## config.mk

```make
export PLATFORM = sky130hd
export DESIGN_NAME = robot_controller
export DESIGN_NICKNAME = d
export VERILOG_FILES = /design/src/rtl/line_follower_pkg.sv /design/src/rtl/sensor_sync.sv /design/src/rtl/robot_controller.sv
export SDC_FILE = /design/constraint.sdc
export NUM_CORES = 1
export LEC_CHECK = 0
export ABC_AREA = 1
export ABC_CLOCK_PERIOD_IN_PS = 1800
export BUFFER_PORTS_ARGS = -buffer_cell sky130_fd_sc_hd__buf_4
export CAP_MARGIN = 5
export CELL_PAD_IN_SITES_DETAIL_PLACEMENT = 0
export CELL_PAD_IN_SITES_GLOBAL_PLACEMENT = 1
export CORE_UTILIZATION = 25
export DETAILED_ROUTE_END_ITERATION = 8
export HOLD_SLACK_MARGIN = 0.02
export PLACE_DENSITY_LB_ADDON = 0.1
export SLEW_MARGIN = 40
export SYNTH_ARGS = -nofsm -noshare
export SYNTH_HDL_FRONTEND = slang
export SYNTH_SLANG_ARGS = --single-unit
```

## constraint.sdc

```tcl
create_clock -name clk -period 1.8 [get_ports clk]
set_input_delay 0.36 -clock clk [delete_from_list [all_inputs] [get_ports clk]]
set_output_delay 0.36 -clock clk [all_outputs]
set_load 0.005 [all_outputs]
```

## src/rtl/line_follower_pkg.sv

```systemverilog
// Shared types and constants for the line-following robot controller.
// The timebase counts 10 ns ticks; one PWM period spans PERIOD_LAST+1 counts.
package line_follower_pkg;

    localparam int TIMEBASE_WIDTH = 21;
    localparam logic [TIMEBASE_WIDTH-1:0] PERIOD_LAST = 21'd1_999_999;

    typedef enum logic [2:0] {
        RESET,
        FORWARD,
        GENTLE_LEFT,
        SHARP_LEFT,
        GENTLE_RIGHT,
        SHARP_RIGHT
    } robot_state;

    // Sensor bits are {left, mid, right}; ambiguous patterns fall back to FORWARD.
    function automatic robot_state decode_sensor(input logic [2:0] sensor);
        robot_state result;
        case (sensor)
            3'b110:  result = GENTLE_LEFT;
            3'b100:  result = SHARP_LEFT;
            3'b011:  result = GENTLE_RIGHT;
            3'b001:  result = SHARP_RIGHT;
            default: result = FORWARD;
        endcase
        return result;
    endfunction

endpackage

```

## src/rtl/sensor_sync.sv

```systemverilog
// Two-stage synchroniser for the asynchronous line sensors.
// Both stages clear asynchronously so reset never lets a stale reading through.
module sensor_sync #(
    parameter int WIDTH = 3
) (
    input  logic             clk,
    input  logic             reset,
    input  logic [WIDTH-1:0] d,
    output logic [WIDTH-1:0] q
);

    logic [WIDTH-1:0] stage1;

    always_ff @(posedge clk or posedge reset) begin
        if (reset) begin
            stage1 <= '0;
            q      <= '0;
        end else begin
            stage1 <= d;
            q      <= stage1;
        end
    end

endmodule

```

## src/rtl/robot_controller.sv

```systemverilog
// Line-follower steering FSM: samples the synchronised sensors once per PWM
// period and drives Moore motor commands so no PWM pulse is ever truncated.
module robot_controller
    import line_follower_pkg::*;
(
    input  logic                      clk,
    input  logic                      reset,
    input  logic [2:0]                sensor,
    input  logic [TIMEBASE_WIDTH-1:0] count_in,
    output logic                      count_reset,
    output logic                      motor_l_reset,
    output logic                      motor_r_reset,
    output logic                      motor_l_direction,
    output logic                      motor_r_direction
);

    logic [2:0] sensor_s;
    robot_state state;
    robot_state next_state;
    logic       period_end;

    sensor_sync #(.WIDTH(3)) u_sensor_sync (
        .clk   (clk),
        .reset (reset),
        .d     (sensor),
        .q     (sensor_s)
    );

    // Greater-or-equal so a timebase overshoot still closes the period.
    assign period_end = (count_in >= PERIOD_LAST);

    always_ff @(posedge clk or posedge reset) begin
        if (reset) begin
            state <= RESET;
        end else begin
            state <= next_state;
        end
    end

    always_comb begin
        next_state  = state;
        count_reset = 1'b0;
        case (state)
            RESET: begin
                count_reset = 1'b1;
                next_state  = decode_sensor(sensor_s);
            end
            default: begin
                if (period_end) begin
                    count_reset = 1'b1;
                    next_state  = decode_sensor(sensor_s);
                end
            end
        endcase
    end

    // Motor commands depend on the state register alone, keeping them glitch-free.
    always_comb begin
        motor_l_reset     = 1'b1;
        motor_l_direction = 1'b0;
        motor_r_reset     = 1'b1;
        motor_r_direction = 1'b0;
        case (state)
            FORWARD: begin
                motor_l_reset     = 1'b0;
                motor_l_direction = 1'b0;
                motor_r_reset     = 1'b0;
                motor_r_direction = 1'b1;
            end
            GENTLE_LEFT: begin
                motor_l_reset     = 1'b1;
                motor_l_direction = 1'b0;
                motor_r_reset     = 1'b0;
                motor_r_direction = 1'b1;
            end
            SHARP_LEFT: begin
                motor_l_reset     = 1'b0;
                motor_l_direction = 1'b1;
                motor_r_reset     = 1'b0;
                motor_r_direction = 1'b1;
            end
            GENTLE_RIGHT: begin
                motor_l_reset     = 1'b0;
                motor_l_direction = 1'b0;
                motor_r_reset     = 1'b1;
                motor_r_direction = 1'b0;
            end
            SHARP_RIGHT: begin
                motor_l_reset     = 1'b0;
                motor_l_direction = 1'b0;
                motor_r_reset     = 1'b0;
                motor_r_direction = 1'b0;
            end
            default: begin
                motor_l_reset     = 1'b1;
                motor_l_direction = 1'b0;
                motor_r_reset     = 1'b1;
                motor_r_direction = 1'b0;
            end
        endcase
    end

endmodule

```

# ---- Word level (Yosys, flattened, before mapping)
# Index checks and enable logic that the tools add are counted.
# W data, S select, Z words.
dict set report classes {
  n_lt_le_gt_ge 1
  n_eq_ne 9
  n_mux 9
  reduce_logical 5
}
# cell n
set op_table {}
lappend op_table {{$ge A21 B21 Y1 const B} 1}
lappend op_table {{$eq A3 B3 Y1 const B} 4}
lappend op_table {{$pmux W3 S4} 1}
lappend op_table {{$eq A3 B2 Y1 const B} 3}
lappend op_table {{$reduce_or A4 Y1} 2}
lappend op_table {{$eq A3 B1 Y1 const B} 2}
lappend op_table {{$mux W1} 6}
lappend op_table {{$mux W3} 2}
lappend op_table {{$logic_not A3 Y1} 1}
lappend op_table {{$reduce_or A3 Y1} 1}
lappend op_table {{$reduce_bool A2 Y1} 1}
dict set report word_totals {
  reg_bits 9
  word_cells 27
}

# ---- Longest topological paths before layout
# Gate-level depths: netlist of run 1.
dict set report logic_depth {
  ltp_word 4
  ltp_mapped 9
  mapped_depth_nobuf 9
}

# ---- By module
# From an unflattened synthesis of run 1, not the netlist that was laid out.
dict set report unflattened {
  cells_unflattened 58
  hier_area_um2 451.7
}
# module n_inst cells_per_inst area_each_um2 seq_area_each_um2
set modules_own_cells {}
lappend modules_own_cells {robot_controller 1 51 297.8 75.1}
lappend modules_own_cells {sensor_sync 1 7 153.9 150.1}

# ---- Worst setup path after synthesis of run 1
# Ideal clock, no wire load.
dict set report synth_timing {
  path_kind {input to output}
  startpoint {in count_in[14]}
  endpoint {out count_reset}
  t_arrival_ns 0.941
  required_ns 1.440
  path_slack_ns 0.499
  cell_stages 4
  n_path_buf 0
  path_cell_list {or2_1 -> nor3_2 -> nand2_2 -> nand2_4}
}
dict set report synth_between {
  elab_chain_cells 3
}
# item line
set synth_rtl {}
lappend synth_rtl {{from (decl)} robot_controller.sv:9} ;# input logic [TIMEBASE_WIDTH-1:0] count_in,
lappend synth_rtl {{$ge A21 B21 Y1} robot_controller.sv:30} ;# assign period_end = (count_in >= PERIOD_LAST);
lappend synth_rtl {{$mux W1} robot_controller.sv:49} ;# if (period_end) begin
lappend synth_rtl {{$mux W1} robot_controller.sv:43} ;# case (state)
lappend synth_rtl {{to (decl)} robot_controller.sv:10} ;# output logic count_reset,
# Every way passes these cells.

# ---- Final worst setup path of run 1
dict set report layout_timing {
  startpoint {reg state[0]}
  endpoint {out count_reset}
}
dict set report layout_between {
  elab_chain_cells 2
}
# item line
set layout_rtl {}
lappend layout_rtl {{from (decl)} robot_controller.sv:18} ;# robot_state state;
lappend layout_rtl {{from (signal assigned)} robot_controller.sv:36} ;# state <= next_state;
lappend layout_rtl {{$logic_not A3 Y1} robot_controller.sv:43}
lappend layout_rtl {{$mux W1} robot_controller.sv:43}
# Every way passes these cells.

==> results of run 1 <==
==> worst min path at each step <==
stage	from	endpoint	slack [ps]	cells after the start
floorplan	reset	state[0]	190	1
global placement	u_sensor_sync.stage1[0]	u_sensor_sync.q[0]	330	0
detailed placement	u_sensor_sync.stage1[0]	u_sensor_sync.q[0]	340	0
CTS	reset	u_sensor_sync.stage1[2]	60	2
global route	reset	u_sensor_sync.stage1[2]	70	2
finish	reset	u_sensor_sync.stage1[2]	50	2
==> sequential cells by signal (all words and copies together) (netlist names) <==
name                  cells
state                     3
u_sensor_sync.q           3
u_sensor_sync.stage1      3
==> cells by family (layout without fill, tap and decap cells) <==
family | count (synthesis) | in the layout
AND/OR/NAND/NOR | 36 | 36
flip-flops | 9 | 9
buffers and inverters | 7 | 41
AO/OA/AOI/OAI | 5 | 5
==> per-stage QoR <==
| step | instances | util (%) |
|---|---|---|
| floorplan | 57 | - |
| global placement | 111 | 44.1 |
| detailed placement | 111 | 44.1 |
| CTS | 115 | 45.8 |
| global route | 115 | 46.0 |
| finish | 115 | 46.0 |
==> cell usage after synthesis <==
cell | n | share of area, %
sky130_fd_sc_hd__nand2_1 | 17 | 14
sky130_fd_sc_hd__dfrtp_1 | 9 | 50
sky130_fd_sc_hd__nor2_1 | 8 | 6.7
sky130_fd_sc_hd__inv_1 | 7 | 5.9
sky130_fd_sc_hd__nand3_1 | 4 | 4.5
sky130_fd_sc_hd__o21ai_0 | 3 | 3.4
sky130_fd_sc_hd__a21oi_1 | 2 | 2.2
sky130_fd_sc_hd__nand2_2 | 1 | 1.4
sky130_fd_sc_hd__nand2_4 | 1 | 2.5
sky130_fd_sc_hd__nand4_1 | 1 | 1.4
sky130_fd_sc_hd__nor2_4 | 1 | 2.5
sky130_fd_sc_hd__nor3_2 | 1 | 2.2
sky130_fd_sc_hd__or2_0 | 1 | 1.4
sky130_fd_sc_hd__or2_1 | 1 | 1.4
==> area by class of cell <==
cell class                 count  area, um^2  area share (%)
sequential                     9         225            30.7
multi-input combinational     41         199            27.1
timing repair buffer          30         225            30.7
clock buffer                   3        22.5            3.07
tap                           24        30.0            4.10
inverter                       7        26.3            3.58
clock inverter                 1        5.00           0.683
==> worst max-delay path, stage by stage (launching register included) <==
cell	delay [ps]
sky130_fd_sc_hd__dfrtp_1	400
sky130_fd_sc_hd__nor2_1	140
sky130_fd_sc_hd__inv_1	80
sky130_fd_sc_hd__nor2_2	130
sky130_fd_sc_hd__nor2_4	70
sky130_fd_sc_hd__nand2_4	80
sky130_fd_sc_hd__buf_4	100
==> routing by layer <==
layer  wire length, um  part of all wire [%]  global-route usage [%]  vias up
met1               332                    38                    12.1      191
met4                 0                     0                    1.82        0
met5                 0                     0                       0        -
li1                  -                     -                       -      247
met3                74                   8.4                    6.12        0
met2               477                    54                    20.6       19
==> power by group through the flow <==
stage | clock [mW] | combinational, mW | sequential [mW]
CTS | 0.158 | 0.350 | 0.283
floorplan | 0 | 0.183 | 0.276
global route | 0.173 | 0.390 | 0.295
finish | 0.151 | 0.347 | 0.283
detailed placement | 0 | 0.348 | 0.287
global placement | 0 | 0.346 | 0.287
==> insert_results.sql, run 1 <==
INSERT INTO impl_metrics (metric_group, metric, value, unit) VALUES
('status', 'outcome', 'complete, no violations', ''),
('sta', 'clock.fmax', '619', 'MHz'),
('flow_run', 'drv_cap', '0', ''),
('drt', 'drt-total-wl', '884', 'um'),
('clock_network', 'cts-buffers-inserted', '3', ''),
('grt', 'track_usage', '11.5', '%'),
('final_layout', 'synth_to_layout_area_growth', '63.7', '%'),
('drt', 'first_pass_iters', '3', ''),
('power', 'static-leakage-power', '0.398', 'nW'),
('floorplan', 'site_rows', '14', ''),
('logic_synthesis', 'fraction_of_synthesized_area_in_multiplexers', '0', '%'),
('sta', 'final.hold.worst_slack', '53.6', 'ps'),
('clock_network', 'path_clk_slew', '70', 'ps'),
('grt', 'number_of_antenna_violations_at_the_first_check_in_global_routing', '0', ''),
('grt', 'first_global_vias', '445', ''),
('placed_design', 'portBuffers', '30', ''),
('clock_network', 'cts.path.max_buffers', '2', ''),
('logic_synthesis', 'synthesis.instances', '57', ''),
('setup_path', 'r2r-start', 'state[0]', ''),
('power', 'totalPowerFinal', '0.781', 'mW'),
('clock_network', 'cts_tree', 'done', ''),
('sta', 'transition_time_at_the_pin_with_the_least_slew_margin', '332', 'ps'),
('drt', 'vias', '457', ''),
('placed_design', 'dp_hpwl', '795', 'um'),
('logic_synthesis', 'synth.cell_area', '448', 'um^2'),
('clock_network', 'hold_buffers', '0', ''),
('setup_path', 'timing.critical_path.required', '1440', 'ps'),
('power', 'power_density', '1060', 'nW/um^2'),
('final_layout', 'final_cell_mix', 'sky130_fd_sc_hd__buf_4 (30), sky130_fd_sc_hd__nand2_1 (17), sky130_fd_sc_hd__dfrtp_1 (9)', ''),
('logic_synthesis', 'syn_area_per_cell', '7.86', 'um^2'),
('floorplan', 'top_level_ports', '31', ''),
('clock_network', 'cts-root-buf', 'sky130_fd_sc_hd__clkbuf_4', ''),
('power', 'vdd.ir_drop.worst', '0.546', 'mV'),
('logic_synthesis', 'post_synth_fa_ha_maj_area_fraction', '0', '%'),
('logic_synthesis', 'synth_top_family_by_area', 'simple AND/OR/NAND/NOR gates', ''),
('grt', 'pin_count_of_the_biggest_net_entering_global_routing', '10', ''),
('power', 'p_comb_share', '44.4', '%'),
('logic_synthesis', 'fraction_of_synthesized_cell_area_in_xor_and_xnor_cells', '0', '%'),
('floorplan', 'die_y', '44.3', 'um'),
('sta', 'hold_violations', '0', ''),
('placed_design', 'postPlaceCellArea', '703', 'um^2'),
('clock_network', 'ctsHtreeMaxLevel', '1', ''),
('sta', 'final.period_utilization', '89.7', '%'),
('power', 'power.sequential.fraction', '36.3', '%'),
('sta', 'timing.max_slew.rel_slack', '77.8', '%'),
('setup_path', 'r2r.worst_path.cells', '6', ''),
('floorplan', 'effective_utilization_at_floorplan', '28.1', '%'),
('power', 'p_int', '0.519', 'mW'),
('final_layout', 'final_layout_size_suffix_gt1_share', '42.9', '%'),
('drt', 'drt-vias-per-instance', '3.97', ''),
('logic_synthesis', 'synth-seq-cells', '9', ''),
('placed_design', 'gpl.final_weighted_congestion', '0.640', ''),
('drt', 'drc', '0', ''),
('setup_path', 'first_element_of_the_critical_path', 'state[0]', ''),
('setup_path', 'worst-setup-path-type', 'flip-flop to primary output', ''),
('grt', 'grt_pass1_wl', '1630', 'um'),
('logic_synthesis', 'yosysWarningCount', '0', ''),
('grt', 'grt.overflow.total', '0', ''),
('setup_path', 'worst_r2r_endpoint', 'state[2]', ''),
('setup_path', 'timing.reg2reg.setup_slack', '730', 'ps'),
('final_layout', 'final_common_cell', 'sky130_fd_sc_hd__buf_4', ''),
('sta', 'postLayoutSetupSlackWorst', '186', 'ps'),
('final_layout', 'nFillCells', '177', ''),
('setup_path', 'worst_setup_path_start_kind', 'flip-flop', ''),
('setup_path', 'endpoint', 'count_reset', ''),
('sta', 'unrepaired_setup_endpoints_after_global_routing', 'no', ''),
('setup_path', 'worst_setup_path_end_kind', 'primary output', ''),
('final_layout', 'insertedDiodeCount', '0', ''),
('setup_path', 'critPathArrivalTime', '1250', 'ps'),
('drt', 'drtIter0Drc', '8', ''),
('clock_network', 'total_clock_sinks', '9', '');
Note: power is estimated with default switching activity, not from simulation.
==> run 2, diff against run 1 <==
- GPL_TIMING_DRIVEN: default -> 0
==> run 2 against run 1 <==
Highest routed layer is now met4. Final cell count unchanged. Sequential share of layout area up 0.052 points. Critical path depth unchanged. Clock-buffer cell count up 1. Maximum frequency down 1.5%. Sequential power about the same. Cell area down 0.17%. Clock power up 3%. Wire length down 4.4%. Largest cell class unchanged. Combinational power about the same.
==> insert_results.sql, run 2 (synthesis results as in run 1) <==
INSERT INTO impl_metrics (metric_group, metric, value, unit) VALUES
('final_layout', 'final_layout_size_suffix_gt1_share', '41.8', '%'),
('setup_path', 'critical_path_buf_inv_count', '2', ''),
('floorplan', 'placeableCoreArea', '1590', 'um^2'),
('drt', 'drc', '0', ''),
('drt', 'wire_per_inst', '7.35', 'um'),
('sta', 'clock.fmax', '610', 'MHz'),
('final_layout', 'largest_registers', 'state: 3 flops, u_sensor_sync.q: 3 flops, u_sensor_sync.stage1: 3 flops', ''),
('sta', 'post-route-min-period', '1640', 'ps'),
('final_layout', 'final_common_cell', 'sky130_fd_sc_hd__buf_4', ''),
('setup_path', 'critical_path.slowest_cell', 'sky130_fd_sc_hd__dfrtp_1', ''),
('final_layout', 'nFillCells', '171', ''),
('floorplan', 'effective_utilization_at_floorplan', '28.1', '%'),
('grt', 'track_usage', '10.8', '%'),
('placed_design', 'portBuffers', '30', ''),
('clock_network', 'ctsHtreeMaxLevel', '1', ''),
('sta', 'finalClockSkew', '4.12', 'ps'),
('floorplan', 'die-area', '1970', 'um^2'),
('clock_network', 'cts_tree', 'done', ''),
('status', 'outcome', 'complete, no violations', ''),
('setup_path', 'path_depth', '6', ''),
('worst_hold_path', 'timing.hold.worst.class', 'primary input to asynchronous set/reset pin', ''),
('clock_network', 'path_clk_slew', '60', 'ps'),
('drt', 'first_pass_iters', '1', ''),
('floorplan', 'die_y', '44.3', 'um'),
('sta', 'finish_stage_setup_viols', '0', ''),
('clock_network', 'cts-root-buf', 'sky130_fd_sc_hd__clkbuf_4', ''),
('power', 'power.sequential.fraction', '36.2', '%'),
('setup_path', 'path_max_fanout', '4', ''),
('grt', 'grt_pass1_wl', '1520', 'um'),
('grt', 'number_of_antenna_violations_at_the_first_check_in_global_routing', '0', ''),
('floorplan', 'site_rows', '14', ''),
('sta', 'final.hold.worst_slack', '57.4', 'ps'),
('power', 'power.switching', '0.263', 'mW'),
('sta', 'max_slew_vio_count', '0', ''),
('placed_design', 'gpl.final_weighted_congestion', '0.667', ''),
('final_layout', 'insertedDiodeCount', '0', ''),
('final_layout', 'finish.cell_count_without_fillers', '115', ''),
('placed_design', 'dp_hpwl', '721', 'um'),
('setup_path', 'worst-setup-path-type', 'flip-flop to primary output', ''),
('grt', 'grt.overflow.total', '0', ''),
('sta', 'hold_violations', '0', ''),
('placed_design', 'placed_cells', '111', ''),
('setup_path', 'worst_setup_path_start_kind', 'flip-flop', ''),
('power', 'power_density', '1070', 'nW/um^2'),
('flow_run', 'drv_cap', '0', ''),
('setup_path', 'crit_chain', 'nor2_1 -> inv_1 -> nor2_2 -> nor2_4 -> nand2_4 -> buf_4', ''),
('power', 'p_int', '0.523', 'mW'),
('final_layout', 'final_area', '732', 'um^2'),
('sta', 'transition_time_at_the_pin_with_the_least_slew_margin', '344', 'ps'),
('floorplan', 'top_level_ports', '31', ''),
('power', 'vdd.ir_drop.worst', '0.477', 'mV'),
('clock_network', 'total_clock_sinks', '9', ''),
('setup_path', 'timing.critical_path.required', '1440', 'ps'),
('setup_path', 'critical-path-top-delay-family', 'simple AND/OR/NAND/NOR gates', ''),
('setup_path', 'r2r.worst_path.cells', '6', ''),
('setup_path', 'worst_setup_path_end_kind', 'primary output', ''),
('grt', 'first_global_vias', '416', ''),
('sta', 'final.period_utilization', '91.1', '%'),
('clock_network', 'cts-buffers-inserted', '3', ''),
('power', 'static-leakage-power', '0.395', 'nW'),
('drt', 'drtIter0Drc', '0', ''),
('setup_path', 'critical-path-max-stage-delay', '410', 'ps'),
('sta', 'unrepaired_setup_endpoints_after_global_routing', 'no', ''),
('clock_network', 'cts.path.max_buffers', '2', ''),
('final_layout', 'final_cell_mix', 'sky130_fd_sc_hd__buf_4 (30), sky130_fd_sc_hd__nand2_1 (17), sky130_fd_sc_hd__dfrtp_1 (9)', ''),
('drt', 'drt-vias-per-instance', '4.06', ''),
('floorplan', 'dieWidth', '44.3', 'um'),
('setup_path', 'critPathArrivalTime', '1280', 'ps'),
('power', 'clkPwrFrac', '19.7', '%'),
('power', 'sw_frac_of_total', '33.4', '%'),
('drt', 'drt-total-wl', '845', 'um'),
('placed_design', 'postPlaceCellArea', '703', 'um^2'),
('clock_network', 'worst_skew_pair.late_latency', '260', 'ps'),
('final_layout', 'synth_to_layout_area_growth', '63.4', '%'),
('final_layout', 'nets', '118', ''),
('sta', 'setup_tns', '0', 'ps'),
('sta', 'timing.max_slew.rel_slack', '77.0', '%'),
('clock_network', 'post_cts.repair.setup_buffers', '0', ''),
('drt', 'vias', '467', ''),
('grt', 'pin_count_of_the_biggest_net_entering_global_routing', '10', ''),
('power', 'p_comb_share', '44.1', '%'),
('drt', 'antenna_left', '0', '');
run 2: cell count changes in the layout (fill, tap and decap cells not counted), sizes merged:
cell,previous run,this run
clkbuf,3,4
clkinv,1,0
run 2: path summary, 6_finish.rpt:
kind | startpoint | endpoint | slack [ps]
max | state[0] | count_reset | 160
min | reset | state[2] | 60
max reg2reg | state[0] | state[2] | 720
min reg2reg | u_sensor_sync.stage1[0] | u_sensor_sync.q[0] | 350
max in group asynchronous | reset | u_sensor_sync.stage1[2] | 1490
min in group clk | sensor[0] | u_sensor_sync.stage1[0] | 210
run 2: layout make-up:
| cell class | count | area, um^2 | share of cell area [%] |
|---|---|---|---|
| Inverter | 7 | 26.3 | 3.59 |
| Timing Repair Buffer | 30 | 225 | 30.8 |
| Sequential cell | 9 | 225 | 30.8 |
| Multi-Input combinational cell | 41 | 199 | 27.2 |
| Clock buffer | 4 | 26.3 | 3.59 |
| Tap cell | 24 | 30.0 | 4.10 |
run 2: metrics by stage:
step           power [mW]  util [%]  setup WS, ps
2_1_floorplan       0.459         -           499
3_3_place_gp        0.630      44.1           246
3_5_place_dp        0.634      44.1           241
4_1_cts             0.792      45.8           100
5_1_grt             0.852      45.9          33.1
6_report            0.785      45.9           160
run 2: repair_timing:
item / 4_1_cts / 5_1_grt
gates resized for setup: 0 / 1
hold buffers: 0 / 0
endpoints found under the setup margin: 0 / 1
run 2: metal layers:
| layer | vias up | track usage, % | routed length (um) |
|---|---|---|---|
| met5 | - | 0 | 0 |
| met4 | 0 | 3.64 | 9 |
| met3 | 2 | 6.12 | 75 |
| met2 | 20 | 17.4 | 406 |
| met1 | 200 | 12.1 | 353 |
| li1 | 245 | - | - |
run 2: power by group through the flow:
stage	Sequential (mW)	Clock, mW	Combinational (mW)
after floorplan	0.276	0	0.183
final	0.285	0.155	0.346
after CTS	0.283	0.162	0.347
after global placement	0.286	0	0.345
after global routing	0.294	0.171	0.387
after detailed placement	0.287	0	0.347
